File: config.mk
export PLATFORM = sky130hd
export DESIGN_NAME = id_ex_stage
export DESIGN_NICKNAME = d
export VERILOG_FILES = /design/src/rtl/pipeline_pkg.sv /design/src/rtl/hazard_detect.sv /design/src/rtl/id_ex_stage.sv
export SDC_FILE = /design/constraint.sdc
export NUM_CORES = 1
export LEC_CHECK = 0
export CORE_ASPECT_RATIO = 2
export CORE_MARGIN = 5
export CORE_UTILIZATION = 26
export CTS_CLUSTER_SIZE = 28
export DETAILED_ROUTE_END_ITERATION = 16
export PLACE_DENSITY = 0.61
export SLEW_MARGIN = 40
export SYNTH_ARGS = -nofsm -noshare
export SYNTH_HDL_FRONTEND = slang
export SYNTH_SLANG_ARGS = --single-unit
File: constraint.sdc
create_clock -name clk -period 2.9 [get_ports clk]
set_clock_uncertainty 0.15 [all_clocks]
set_input_delay 0.87 -clock clk [delete_from_list [all_inputs] [get_ports clk]]
set_output_delay 0.87 -clock clk [all_outputs]
set_load 0.005 [all_outputs]
File: src/rtl/pipeline_pkg.sv
// rtl/pipeline_pkg.sv - shared widths and control bundle layout for the 20-bit pipeline
package pipeline_pkg;

  localparam int DEFAULT_DATA_WIDTH = 20;
  localparam int DEFAULT_REG_NUMBER = 5;
  localparam int DEFAULT_CTRL_WIDTH = 8;

  // Bit positions inside the control bundle
  localparam int CTRL_REG_WRITE  = 0;
  localparam int CTRL_MEM_READ   = 1;
  localparam int CTRL_MEM_WRITE  = 2;
  localparam int CTRL_ALU_OP_LSB = 3;
  localparam int CTRL_ALU_OP_MSB = 7;

  // Declared MSB first so that reg_write lands on bit 0
  typedef struct packed {
    logic [4:0] alu_op;
    logic       mem_write;
    logic       mem_read;
    logic       reg_write;
  } ctrl_t;

endpackage

File: src/rtl/hazard_detect.sv
// rtl/hazard_detect.sv - combinational load-use hazard compare producing the ID stall request
module hazard_detect
  import pipeline_pkg::*;
#(
  parameter int REG_NUMBER = DEFAULT_REG_NUMBER
) (
  input  logic                  rst,
  input  logic                  ex_valid,
  input  logic                  ex_mem_read,
  input  logic [REG_NUMBER-1:0] ex_rd,
  input  logic                  id_valid,
  input  logic [REG_NUMBER-1:0] id_rs1,
  input  logic [REG_NUMBER-1:0] id_rs2,
  input  logic                  flush,
  input  logic                  ex_hold,
  output logic                  id_stall
);

  logic load_use;

  // A load in EX whose destination is read by the ID instruction needs one bubble;
  // flush, hold and reset all override the request so IF/ID never freezes needlessly
  always_comb begin
    load_use = ex_valid && ex_mem_read && (ex_rd != '0) && id_valid &&
               ((ex_rd == id_rs1) || (ex_rd == id_rs2));
    id_stall = load_use && rst && !flush && !ex_hold;
  end

endmodule

File: src/rtl/id_ex_stage.sv
// rtl/id_ex_stage.sv - ID/EX pipeline register with write-back bypass and load-use bubble
module id_ex_stage
  import pipeline_pkg::*;
#(
  parameter int DATA_WIDTH = DEFAULT_DATA_WIDTH,
  parameter int REG_NUMBER = DEFAULT_REG_NUMBER,
  parameter int CTRL_WIDTH = DEFAULT_CTRL_WIDTH
) (
  input  logic                  clk,
  input  logic                  rst,
  input  logic                  id_valid,
  input  logic [REG_NUMBER-1:0] id_rs1,
  input  logic [REG_NUMBER-1:0] id_rs2,
  input  logic [REG_NUMBER-1:0] id_rd,
  input  logic [CTRL_WIDTH-1:0] id_ctrl,
  input  logic [DATA_WIDTH-1:0] id_imm,
  input  logic [DATA_WIDTH-1:0] data_rs1,
  input  logic [DATA_WIDTH-1:0] data_rs2,
  input  logic                  wb_reg_write,
  input  logic [REG_NUMBER-1:0] wb_rd,
  input  logic [DATA_WIDTH-1:0] wb_data,
  input  logic                  flush,
  input  logic                  ex_hold,
  output logic                  id_stall,
  output logic                  ex_valid,
  output logic [REG_NUMBER-1:0] ex_rs1,
  output logic [REG_NUMBER-1:0] ex_rs2,
  output logic [REG_NUMBER-1:0] ex_rd,
  output logic [DATA_WIDTH-1:0] ex_op_a,
  output logic [DATA_WIDTH-1:0] ex_op_b,
  output logic [DATA_WIDTH-1:0] ex_imm,
  output logic [CTRL_WIDTH-1:0] ex_ctrl
);

  logic [DATA_WIDTH-1:0] op_a;
  logic [DATA_WIDTH-1:0] op_b;

  // Register file returns stale data for a same-cycle write, so bypass WB; x0 is always zero
  always_comb begin
    op_a = data_rs1;
    if (id_rs1 == '0) begin
      op_a = '0;
    end else if (wb_reg_write && (wb_rd == id_rs1)) begin
      op_a = wb_data;
    end
    op_b = data_rs2;
    if (id_rs2 == '0) begin
      op_b = '0;
    end else if (wb_reg_write && (wb_rd == id_rs2)) begin
      op_b = wb_data;
    end
  end

  hazard_detect #(
    .REG_NUMBER (REG_NUMBER)
  ) u_hazard_detect (
    .rst         (rst),
    .ex_valid    (ex_valid),
    .ex_mem_read (ex_ctrl[CTRL_MEM_READ]),
    .ex_rd       (ex_rd),
    .id_valid    (id_valid),
    .id_rs1      (id_rs1),
    .id_rs2      (id_rs2),
    .flush       (flush),
    .ex_hold     (ex_hold),
    .id_stall    (id_stall)
  );

  // EX register: reset, then flush bubble, then hold, then stall bubble, then normal load
  always_ff @(posedge clk) begin
    if (!rst || flush || (!ex_hold && id_stall)) begin
      ex_valid <= 1'b0;
      ex_rs1   <= '0;
      ex_rs2   <= '0;
      ex_rd    <= '0;
      ex_op_a  <= '0;
      ex_op_b  <= '0;
      ex_imm   <= '0;
      ex_ctrl  <= '0;
    end else if (!ex_hold) begin
      ex_valid <= id_valid;
      ex_rs1   <= id_rs1;
      ex_rs2   <= id_rs2;
      ex_rd    <= id_rd;
      ex_op_a  <= op_a;
      ex_op_b  <= op_b;
      ex_imm   <= id_imm;
      ex_ctrl  <= id_valid ? id_ctrl : '0;
    end
  end

endmodule

==> results of run 1 <==
-- state kept, by name, summed over array words and instances (netlist names) --
signal    cells
ex_ctrl       8
ex_imm       20
ex_op_a      20
ex_op_b      20
ex_rd         5
ex_rs1        5
ex_rs2        5
ex_valid      1
-- stage by stage --
| step | area [sq um] | setup TNS [ns] | hold WS, ns | setup slack, ns |
|---|---|---|---|---|
| after floorplan | 4019 | 0 | 0.2982 | 0.2443 |
| after global placement | 6415 | -18.56 | 0.3038 | -0.8699 |
| after detailed placement | 6415 | -19.41 | 0.3034 | -0.8647 |
| after CTS | 6726 | 0 | 0.3124 | 0.004283 |
| after global routing | 6740 | -0.001205 | 0.3284 | -0.001205 |
| final | 6740 | 0 | 0.3073 | 0.05931 |
-- area by class of cell --
class                      instances  area share [%]
clock buffer                      12           3.805
clock inverter                     2          0.5198
multi-input combinational        330           32.88
sequential                        84           24.95
tap                              198           3.676
timing repair buffer             232           34.17
-- kinds of logic (layout without fill, tap and decap cells) --
group	count (synthesis)	in the layout
buf+inv	33	246
mux	75	75
flops	84	84
compound gates	53	53
xor+xnor	20	20
simple gates	182	182
-- path summary, 6_finish.rpt --
kind | from | to | slack (ns) | depth (start not counted)
setup reg to reg | ex_rd[4]$_SDFFE_PP0N_ | ex_imm[9]$_SDFFE_PP0N_ | 0.68 | 8
setup / recovery | id_rs2[3] | id_stall | 0.06 | 6
hold reg to reg | ex_op_a[10]$_SDFFE_PP0N_ | ex_op_a[10]$_SDFFE_PP0N_ | 0.31 | 2
hold / removal | ex_op_a[10]$_SDFFE_PP0N_ | ex_op_a[10]$_SDFFE_PP0N_ | 0.31 | 2
-- Yosys cell counts (2+ instances only) --
library cell / n / area [sq um]
a21oi_2: 20 / 175.2
clkbuf_1: 17 / 63.81
a22oi_1: 9 / 67.56
mux2_2: 40 / 450.4
nand2_1: 120 / 450.4
and3_1: 2 / 12.51
nor2b_1: 2 / 12.51
buf_2: 8 / 40.04
nor3_1: 5 / 25.02
nor4_1: 2 / 12.51
buf_6: 6 / 67.56
a21oi_1: 23 / 115.1
xor2_1: 18 / 157.7
xnor2_1: 2 / 17.52
nor2_4: 10 / 112.6
nor2_1: 38 / 142.6
mux2i_1: 35 / 350.3
dfxtp_1: 84 / 1682
-- layer usage --
| metal | GRT usage, % | routed length, um | vias up | part of all wire, % |
|---|---|---|---|---|
| li1 | - | - | 1892 | - |
| met1 | 14.34 | 4813 | 1775 | 34 |
| met2 | 31.05 | 8192 | 138 | 57 |
| met3 | 4.314 | 913 | 18 | 6.4 |
| met4 | 6.711 | 375 | 0 | 2.6 |
| met5 | 0 | 0 | - | 0 |
-- where the power goes --
group          switching, mW  leakage (nW)  total [mW]  internal (mW)
Sequential            0.0234         0.684        1.21           1.19
Combinational          0.220          1.72       0.544          0.324
Clock                  0.438         0.145        1.14          0.703
-- timing repair --
action | in CTS | in global routing
gates resized for setup | 30 | 15
gates cloned | 0 | 0
setup buffers | 1 | 1
endpoints found under the setup margin | 1 | 1
pin swaps | 5 | 5
-- critical path: stages --
cell and delay [ns]:
buf_6 0.10, xor2_2 0.13, nor3_2 0.27, a22oi_2 0.12, nor3_2 0.19, buf_2 0.14
==> impl_results.md, run 1 <==
- Run status: completed
- I/O pin count: between 150 and 200
- DRC marker count from the first detailed-route iteration: 60
- Count of state elements after synthesis: 84
- Share of the core filled with cells in the final layout: between 40% and 50%
- Data required time of the worst path: approximately 1.9 ns
- Height of the die: roughly 190 um
- Die span in x: 97.91 um
- Hold buffer count at cts: 0
- WS Path Type: input pin to output pin
- Most frequently used flop master after synthesis: dfxtp_1
- Area used by sequential logic in the layout: approximately 1700 sq um
- Largest net degree at the start of global routing: 67
- Power density normalized to cell area: approximately 430 nW/um^2
- Clock transition time at the flip-flop clock pins of the worst setup and hold paths: roughly 0.06 ns
- Maximum operating frequency: ~350 MHz
- Worst-margin pin slew: a little over 0.6 ns
- Number of cells after detailed placement: ~840
- Sequential element share of the synthesized area: 41.84%
- Final Slew Violations: 0
- Detailed-routing iteration count for the pre-antenna-repair pass: 4
- Path class of the lowest-slack min-delay path: register to register
- Post-DR wirelength/cell: between 15 and 20 um
- Antenna violations before repair: 0
- Top library cells by usage in the layout, fill and taps aside: 183 x clkdlybuf4s50_1, 120 x nand2_1, 84 x dfxtp_1
- Post-Synthesis Net Count: around 560
- Antenna fix cells: 0
- Final Total Pwr: just under 3 mW
- Clock network latency to the later pin of the worst-skew pair: between 0.3 and 0.4 ns
- Most common library cell in the layout ignoring fill and taps: clkdlybuf4s50_1
- Startpoint type of the worst setup path: input pin
- Largest vdd supply drop: around 280 uV
- Final Net Count: roughly 770
- Clock sinks: 84
- H-tree level count: 3
- Mux cell area share after synthesis: around 20%
- Total CTS buffers: 9
- Number of synthesized flops with an enable pin: 0
- RD Place Congestion: just over 0.8
- Final period util: 97.95%
- Setup-failing EPs final: 0
- Xor and xnor fraction of the mapped netlist area: under 10%
- Number of fill cells in the layout: approximately 1,500
- Static power due to leakage: roughly 2.5 nW
- Final antenna-violating net count: 0
- Share of synthesized registers carrying an async set or reset: 0%
- WL final: 14,300 um
- Cell Count, Final, Fillers Out: between 800 and 900
- Overall global routing resource usage: 15.54%
- Rows: 64
- Maximum clock path buffer count: 2
- Shortest clock period the worst path allows after layout: roughly 2.8 ns
- Area fraction in compound gates after synthesis: 9.433%
- Largest family of logic cells by synthesized area: multiplexers
- CORE AREA: about 15,000 sq um
- Number of instances in the synthesized netlist: 447
- Area of the multi-input gates: roughly 2200 sq um
- Placed wire-length estimate after detailed placement: 11,360 um
- Remaining max-slew budget at the tightest pin: between 50% and 60%
- Arrival time of data at the critical path endpoint: between 1.5 and 2 ns
- Via Count: between 3,000 and 4,000
- DRC: 0
- Via/cell ratio: about 4.5
- Post-synthesis area per instance: approximately 9 sq um
- CTS tree: done
- Master cell of the clock root buffer: clkbuf_16
- Port buffer count: slightly below 200
- Synth Area in Adders: 0%
- Synthesis warning total: 0
- Fraction of the mapped netlist area in simple logic gates: roughly a fifth
- CP max FO: 2
- Die Outline Area: 18,190 sq um
- Number of distinct library cells after synthesis: 24
- Endpoint type of the worst setup path: output pin
- Number of global-route vias before repair: roughly 4,200
- Ratio of cells with drive above 1 in the final layout: 20.76%
- Wire length of the first global-routing pass: around 22,000 um
- Synthesized cell area: roughly 4000 sq um
- Number of max-capacitance violations reported: 0
- Sum of overflow across all layers after global routing: 0
- Growth of design area from synthesis to finish: 67.71%
- Starting density of the core: 26.41%
- Final number of hold-violating endpoints: 0
Power figures use the tool's default switching activity.
==> run 2, diff against run 1 <==
--- a/config.mk
+++ b/config.mk
@@ -6,4 +6,5 @@
 export NUM_CORES = 1
 export LEC_CHECK = 0
+export ABC_AREA = 1
 export CORE_ASPECT_RATIO = 2
 export CORE_MARGIN = 5
@@ -11,5 +12,5 @@
 export CTS_CLUSTER_SIZE = 28
 export DETAILED_ROUTE_END_ITERATION = 16
-export PLACE_DENSITY = 0.61
+export PLACE_DENSITY = 0.6
 export SLEW_MARGIN = 40
 export SYNTH_ARGS = -nofsm -noshare
==> constraint.sdc (replaced) <==
create_clock -name clk -period 3.2 [get_ports clk]
set_clock_uncertainty 0.15 [all_clocks]
set_input_delay 0.96 -clock clk [delete_from_list [all_inputs] [get_ports clk]]
set_output_delay 0.96 -clock clk [all_outputs]
set_load 0.05 [all_outputs]
==> run 2 against run 1 <==
Critical path depth is 1 higher. Worst setup slack worse by 0.011 ns. Critical endpoint unchanged. Utilization is 0.54 points lower. Cell area is 5.6% higher. Power is 1.2% higher. Critical path type unchanged. Clock power is 5% higher. Area after synthesis is 6.5% higher. Sequential cell count stayed put.
==> impl_results.md, run 2 <==
- Switching Fraction: between 20% and 30%
- Clock sinks: 84
- Top library cells by usage in the layout, fill and taps aside: 186 x nand2_1, 184 x clkdlybuf4s50_1, 87 x nand3_1
- Clock transition time at the flip-flop clock pins of the worst setup and hold paths: 0.06 ns
- Part of the total power dissipated in sequential elements: a little under two fifths
- Starting density of the core: a little over a quarter
- Total CTS buffers: 9
- Most frequent CP cell: nand2_2
- Number of max-capacitance violations reported: 0
- Cell with the biggest individual delay on the critical path: clkdlybuf4s50_1
- Post-Synthesis Net Count: about 750
- Worst-margin pin slew: just under 0.8 ns
- Clock share of power: ~41%
- Sequential element share of the synthesized area: 39.30%
- Final period util: between 90% and 100%
- Dominant cell by count in the synthesized netlist: nand2_1
- WL final: ~17,000 um
- Largest net degree at the start of global routing: 50
- Antenna violations before repair: 0
- Port buffer count: approximately 200
- Shortest clock period the worst path allows after layout: around 3.2 ns
- Number of distinct library cells after synthesis: 20
- Internal: approximately 2.1 mW
- Net switching component of the power: between 0.8 and 0.9 mW
- Crit path largest cell delay: 0.50 ns
- Final number of hold-violating endpoints: 0
- Cells along the critical path: clkdlybuf4s50_1, xnor2_1, nand3_1, nand2_2, nand2_2, inv_2, buf_12
- RSZ-0062 raised after global routing: no
- Number of instances in the synthesized netlist: approximately 630
- Setup-failing EPs final: 0
- Arrival time of data at the critical path endpoint: about 2 ns
- Remaining max-slew budget at the tightest pin: approximately 48%
- Maximum clock path buffer count: 2
- Largest registers: ex_imm (20), ex_op_a (20), ex_op_b (20)
- Number of fill cells in the layout: ~1,700
- Synthesis warning total: 0
- Cell taking the most area after synthesis: dfxtp_1
- Power density normalized to cell area: ~400 nW/um^2
- Wire length of the first global-routing pass: 25,010 um
- Largest vdd supply drop: about 250 uV
- Static power due to leakage: a little over 3 nW
- Share of total power in combinational logic: 21.7%
- Synthesized cell area: 4279 sq um
- Number of cells on the worst reg-to-reg path: 17
- Post-DR wirelength/cell: ~17 um
- Final Slew Violations: 0
- Instance count along the most critical hold path: 2
- Master cell of the clock root buffer: clkbuf_16
- Total negative setup slack: 0 ns
- Share of synthesized registers carrying an async set or reset: 0%
- Number of synthesized flops with an enable pin: 0
- Most frequently used flop master after synthesis: dfxtp_1
- Via Count: 4,689
- Placed wire-length estimate after detailed placement: 12,570 um
- Clock network latency to the later pin of the worst-skew pair: about 0.34 ns
- Startpoint type of the worst setup path: input pin
- Antenna fix cells: 0
- Sum of overflow across all layers after global routing: 0
- Run status: completed
- Overall global routing resource usage: between 10% and 20%
- Post-synthesis area per instance: between 6 and 7 sq um
- Synth top area cells: dfxtp_1 39%, nand2_1 16%, a21oi_2 10%
- RD Place Congestion: between 0.8 and 0.9
- Final antenna-violating net count: 0
- Final Net Count: between 900 and 1,000
- Number of global-route vias before repair: ~4,500
- Growth of design area from synthesis to finish: 66.37%
- Ratio of cells with drive above 1 in the final layout: between 10% and 20%
- Rows: 66
- Data required time of the worst path: between 2 and 2.5 ns
- Cell Count, Final, Fillers Out: between 1,000 and 1,500
- DRC: 0
- H-tree level count: 3
- Via/cell ratio: approximately 4.5
- Detailed-routing iteration count for the pre-antenna-repair pass: 7
- Number of cells after detailed placement: 1,020
- DRC marker count from the first detailed-route iteration: between 150 and 200
- CP max FO: 2
- CORE AREA: 16,270 sq um
- Die Outline Area: 19,280 sq um
- Most frequent cells after synthesis: 188 x nand2_1, 87 x inv_1, 87 x nand3_1
- Die span in x: 100.7 um
- Top cell type's share of synthesized area: roughly 40%
- WS Path Type: input pin to output pin
- CTS tree: done
- Height of the die: around 190 um
- Endpoint type of the worst setup path: output pin
- Maximum operating frequency: ~320 MHz
- I/O pin count: a little under 200
- Path class of the lowest-slack min-delay path: register to register
- Count of state elements after synthesis: 84
- Most common library cell in the layout ignoring fill and taps: nand2_1
## run 2: changes by cell type after synthesis, sizes merged, moves of 4 or more
cell   previous run  this run
mux2             40         0
xor2             18         0
nand2           120       189
buf              16        20
nor3              5         1
inv               0        88
mux2i            35         0
nand3             0        87
a21oi            43        80
## run 2: path summary, 6_finish.rpt
| kind | startpoint | to | slack, ns |
|---|---|---|---|
| worst max-delay path | id_rs2[4] | id_stall | 0.05 |
| worst min-delay path | ex_op_a[3]$_SDFFE_PP0N_ | ex_op_a[3]$_SDFFE_PP0N_ | 0.31 |
| worst max register to register | ex_rd[1]$_SDFFE_PP0N_ | ex_op_a[12]$_SDFFE_PP0N_ | 0.64 |
| worst min register to register | ex_op_a[3]$_SDFFE_PP0N_ | ex_op_a[3]$_SDFFE_PP0N_ | 0.31 |
## run 2: area by class of cell
type | instances | area, sq um | area share (%)
Multi-Input combinational cell | 421 | 2087 | 29.31
Clock buffer | 9 | 225.2 | 3.163
Inverter | 89 | 334.1 | 4.692
Clock inverter | 7 | 113.9 | 1.599
Sequential cell | 84 | 1682 | 23.62
Tap cell | 204 | 255.2 | 3.585
Timing Repair Buffer | 238 | 2422 | 34.02
## run 2: cells by family (layout without fill, tap and decap cells)
| group | Yosys count | after routing | share of synthesized area [%] |
|---|---|---|---|
| buffers and inverters | 128 | 343 | 12.95 |
| AO/OA/AOI/OAI | 90 | 90 | 15.38 |
| AND/OR/NAND/NOR | 328 | 329 | 31.96 |
| XOR/XNOR | 2 | 2 | 0.4094 |
| flip-flops | 84 | 84 | 39.30 |
## run 2: power groups by stage
stage | clock, mW | combinational, mW | sequential (mW)
2_1_floorplan | 0 | 0.216 | 1.23
3_3_place_gp | 0 | 0.612 | 1.12
3_5_place_dp | 0 | 0.613 | 1.12
4_1_cts | 1.25 | 0.612 | 1.10
5_1_grt | 1.29 | 0.686 | 1.10
6_report | 1.20 | 0.637 | 1.10
## run 2: worst max-delay path: cells and delay by family
family        cells  cell delay [ns]
xor+xnor          1             0.13
buf+inv           3             0.69
simple gates      3             0.26
## run 2: what timing repair did
| item | in CTS | in global routing |
|---|---|---|
| hold buffers | 0 | 0 |
| resized for setup | 13 | 6 |
| pin swaps | 7 | 6 |
| buffers inserted | 8 | 0 |
| endpoints found under the setup margin | 1 | 72 |
| gates cloned | 0 | 9 |
## run 2: routing by layer
metal | track usage, % | vias to the layer above | wire [um]
li1 | - | 2401 | -
met1 | 18.97 | 2122 | 6677
met2 | 30.78 | 140 | 9432
met3 | 2.776 | 26 | 757
met4 | 7.161 | 0 | 558
met5 | 0 | - | 0
## run 2: per-stage QoR
step | setup WS, ns | hold slack (ns) | util (%) | total power, mW | cell area, sq um
6_report | 0.04863 | 0.3118 | 43.76 | 2.935 | 7119
5_1_grt | 0.005909 | 0.3311 | 43.76 | 3.081 | 7119
4_1_cts | 0.01951 | 0.3146 | 42.59 | 2.955 | 6929
3_5_place_dp | -0.2001 | 0.3052 | 40.18 | 1.734 | 6536
3_3_place_gp | -0.2029 | 0.2952 | 40.18 | 1.733 | 6536
2_1_floorplan | 0.2691 | 0.3704 | - | 1.449 | 4279
==> run 3, diff against run 2 <==
Settings changed: RECOVER_POWER from default to 50.
==> run 3 against run 2 <==
Sequential power hardly changed. Routed wire length decreased by 0.22%. Cell area unchanged. Global-route usage is the same. Utilization stayed put. Non-clock buffer count is the same. Critical path type unchanged.
==> impl_results.md, run 3 (same netlist as run 2, synthesis figures left out) <==
- Endpoint type of the worst setup path: output pin
- Capture instance of the worst register-to-register path: ex_op_a[12]$_SDFFE_PP0N_
- Worst Hold Launch: ex_op_a[3]$_SDFFE_PP0N_
- H-tree level count: 3
- Number of max-capacitance violations reported: 0
- Startpoint type of the worst setup path: input pin
- Path class of the lowest-slack min-delay path: register to register
- Cell Count, Final, Fillers Out: ~1,100
- RD Place Congestion: ~0.87
- Instance count along the most critical hold path: 2
- Clock share of power: about two fifths
- Growth of design area from synthesis to finish: 66.37%
- Number of global-route vias before repair: 4,536
- CTS tree: done
- Clock sinks: 84
- Worst-margin pin slew: slightly below 0.8 ns
- Hold buffer count at cts: 0
- Power density normalized to cell area: just over 400 nW/um^2
- Maximum clock path buffer count: 2
- Part of the total power dissipated in sequential elements: approximately 38%
- Via Count: around 4,700
- Total CTS buffers: 9
- Final antenna-violating net count: 0
- Die span in x: slightly above 100 um
- Share of total power in combinational logic: around a fifth
- Master cell of the clock root buffer: clkbuf_16
- Final Cell Area: 7119 sq um
- Clock network latency to the later pin of the worst-skew pair: between 0.3 and 0.4 ns
- Placed wire-length estimate after detailed placement: 12,570 um
- Reg2reg setup slack: 0.64 ns
- Post-DR wirelength/cell: about 17 um
- Antenna violations before repair: 0
- Most common library cell in the layout ignoring fill and taps: nand2_1
- Worst Hold Endpoint: ex_op_a[3]$_SDFFE_PP0N_
- Hold_ws: between 0.3 and 0.4 ns
- Top library cells by usage in the layout, fill and taps aside: 186 x nand2_1, 100 x clkdlybuf4s50_1, 87 x nand3_1
- Post-Place Cell Area: about 6500 sq um
- DRC marker count from the first detailed-route iteration: 185
- Die Outline Area: about 19,000 sq um
- Sum of overflow across all layers after global routing: 0
- RSZ-0062 raised after global routing: no
- Arrival time of data at the critical path endpoint: a little over 2 ns
- Detailed-routing iteration count for the pre-antenna-repair pass: 4
- Rows: between 60 and 70
- WL final: approximately 17,000 um
- Overall global routing resource usage: between 15 and 20%
- CORE AREA: between 15,000 and 20,000 sq um
- Via/cell ratio: roughly 4.5
- Number of cells after detailed placement: 1,020
- Critical R2R Launch: ex_rd[4]$_SDFFE_PP0N_
- Maximum operating frequency: 317.3 MHz
- Remaining max-slew budget at the tightest pin: a little under half
- DRC: 0
- Data required time of the worst path: ~2.1 ns
- Port buffer count: approximately 200
- Largest vdd supply drop: between 200 and 250 uV
- I/O pin count: 199
- Final period util: 98.48%
- Number of cells on the worst reg-to-reg path: 17
- CP max FO: 2
- Shortest clock period the worst path allows after layout: about 3.2 ns
- WS Path Type: input pin to output pin
- Final Total Pwr: 2.922 mW
- Net switching component of the power: roughly 0.81 mW
- Clock transition time at the flip-flop clock pins of the worst setup and hold paths: about 0.06 ns
- Final number of hold-violating endpoints: 0
- Setup-failing EPs final: 0
- Antenna fix cells: 0
- Switching Fraction: 27.86%
- Share of the core filled with cells in the final layout: roughly 44%
- Height of the die: 191.4 um
- Largest registers: ex_imm (20), ex_op_a (20), ex_op_b (20)
- Final Net Count: about 960
- Ratio of cells with drive above 1 in the final layout: 13.92%
- Static power due to leakage: 3.327 nW
- Wire length of the first global-routing pass: approximately 25,000 um
- Run status: completed
- Internal: about 2.1 mW
- Final Slew Violations: 0
- Starting density of the core: approximately a quarter
- Largest net degree at the start of global routing: 50
[run 3: final cells by class]
cell class                      count  area, sq um
Fill cell                        1658         9149
Timing Repair Buffer              238         2422
Multi-Input combinational cell    421         2087
Sequential cell                    84         1682
Inverter                           89        334.1
Tap cell                          204        255.2
Clock buffer                        9        225.2
Clock inverter                      7        113.9
[run 3: how the worst max path moves through the flow]
| stage | end | startpoint | depth (start not counted) | slack (ns) |
|---|---|---|---|---|
| final | id_stall | id_rs2[4] | 7 | 0.05 |
| after global routing | id_stall | id_rs2[4] | 7 | 0.006 |
| after CTS | id_stall | id_valid | 8 | 0.02 |
| after detailed placement | id_stall | id_rs2[3] | 10 | -0.20 |
| after global placement | id_stall | id_rs2[3] | 10 | -0.20 |
| after floorplan | id_stall | ex_hold | 6 | 0.27 |
[run 3: repair_timing]
item,4_1_cts,5_1_grt
resized for setup,13,6
setup endpoints to repair,1,72
buffers inserted,8,0
pin swaps,7,6
cloned,0,9
[run 3: metal layers]
metal / global-route usage, % / share of wire (%) / vias to the layer above
li1: - / - / 2411
met1: 18.97 / 38 / 2123
met2: 30.78 / 54 / 144
met3: 2.776 / 4.5 / 27
met4: 7.161 / 3.3 / 0
met5: 0 / 0 / -
[run 3: critical path: stages]
cell             delay, ns
clkdlybuf4s50_1       0.50
xnor2_1               0.13
nand3_1               0.11
nand2_2               0.09
nand2_2               0.06
inv_2                 0.06
buf_12                0.13
[run 3: metrics by stage]
step / TNS, ns / worst slack, ns
finish: 0 / 0.04867
global route: 0 / 0.005927
floorplan: 0 / 0.2691
global placement: -0.2029 / -0.2029
detailed placement: -0.2001 / -0.2001
CTS: 0 / 0.01951
[run 3: power by group through the flow]
stage	Sequential (mW)	Clock, mW	Combinational [mW]
floorplan	1.23	0	0.216
global placement	1.12	0	0.612
detailed placement	1.12	0	0.613
CTS	1.10	1.25	0.612
global route	1.10	1.29	0.675
finish	1.10	1.20	0.625
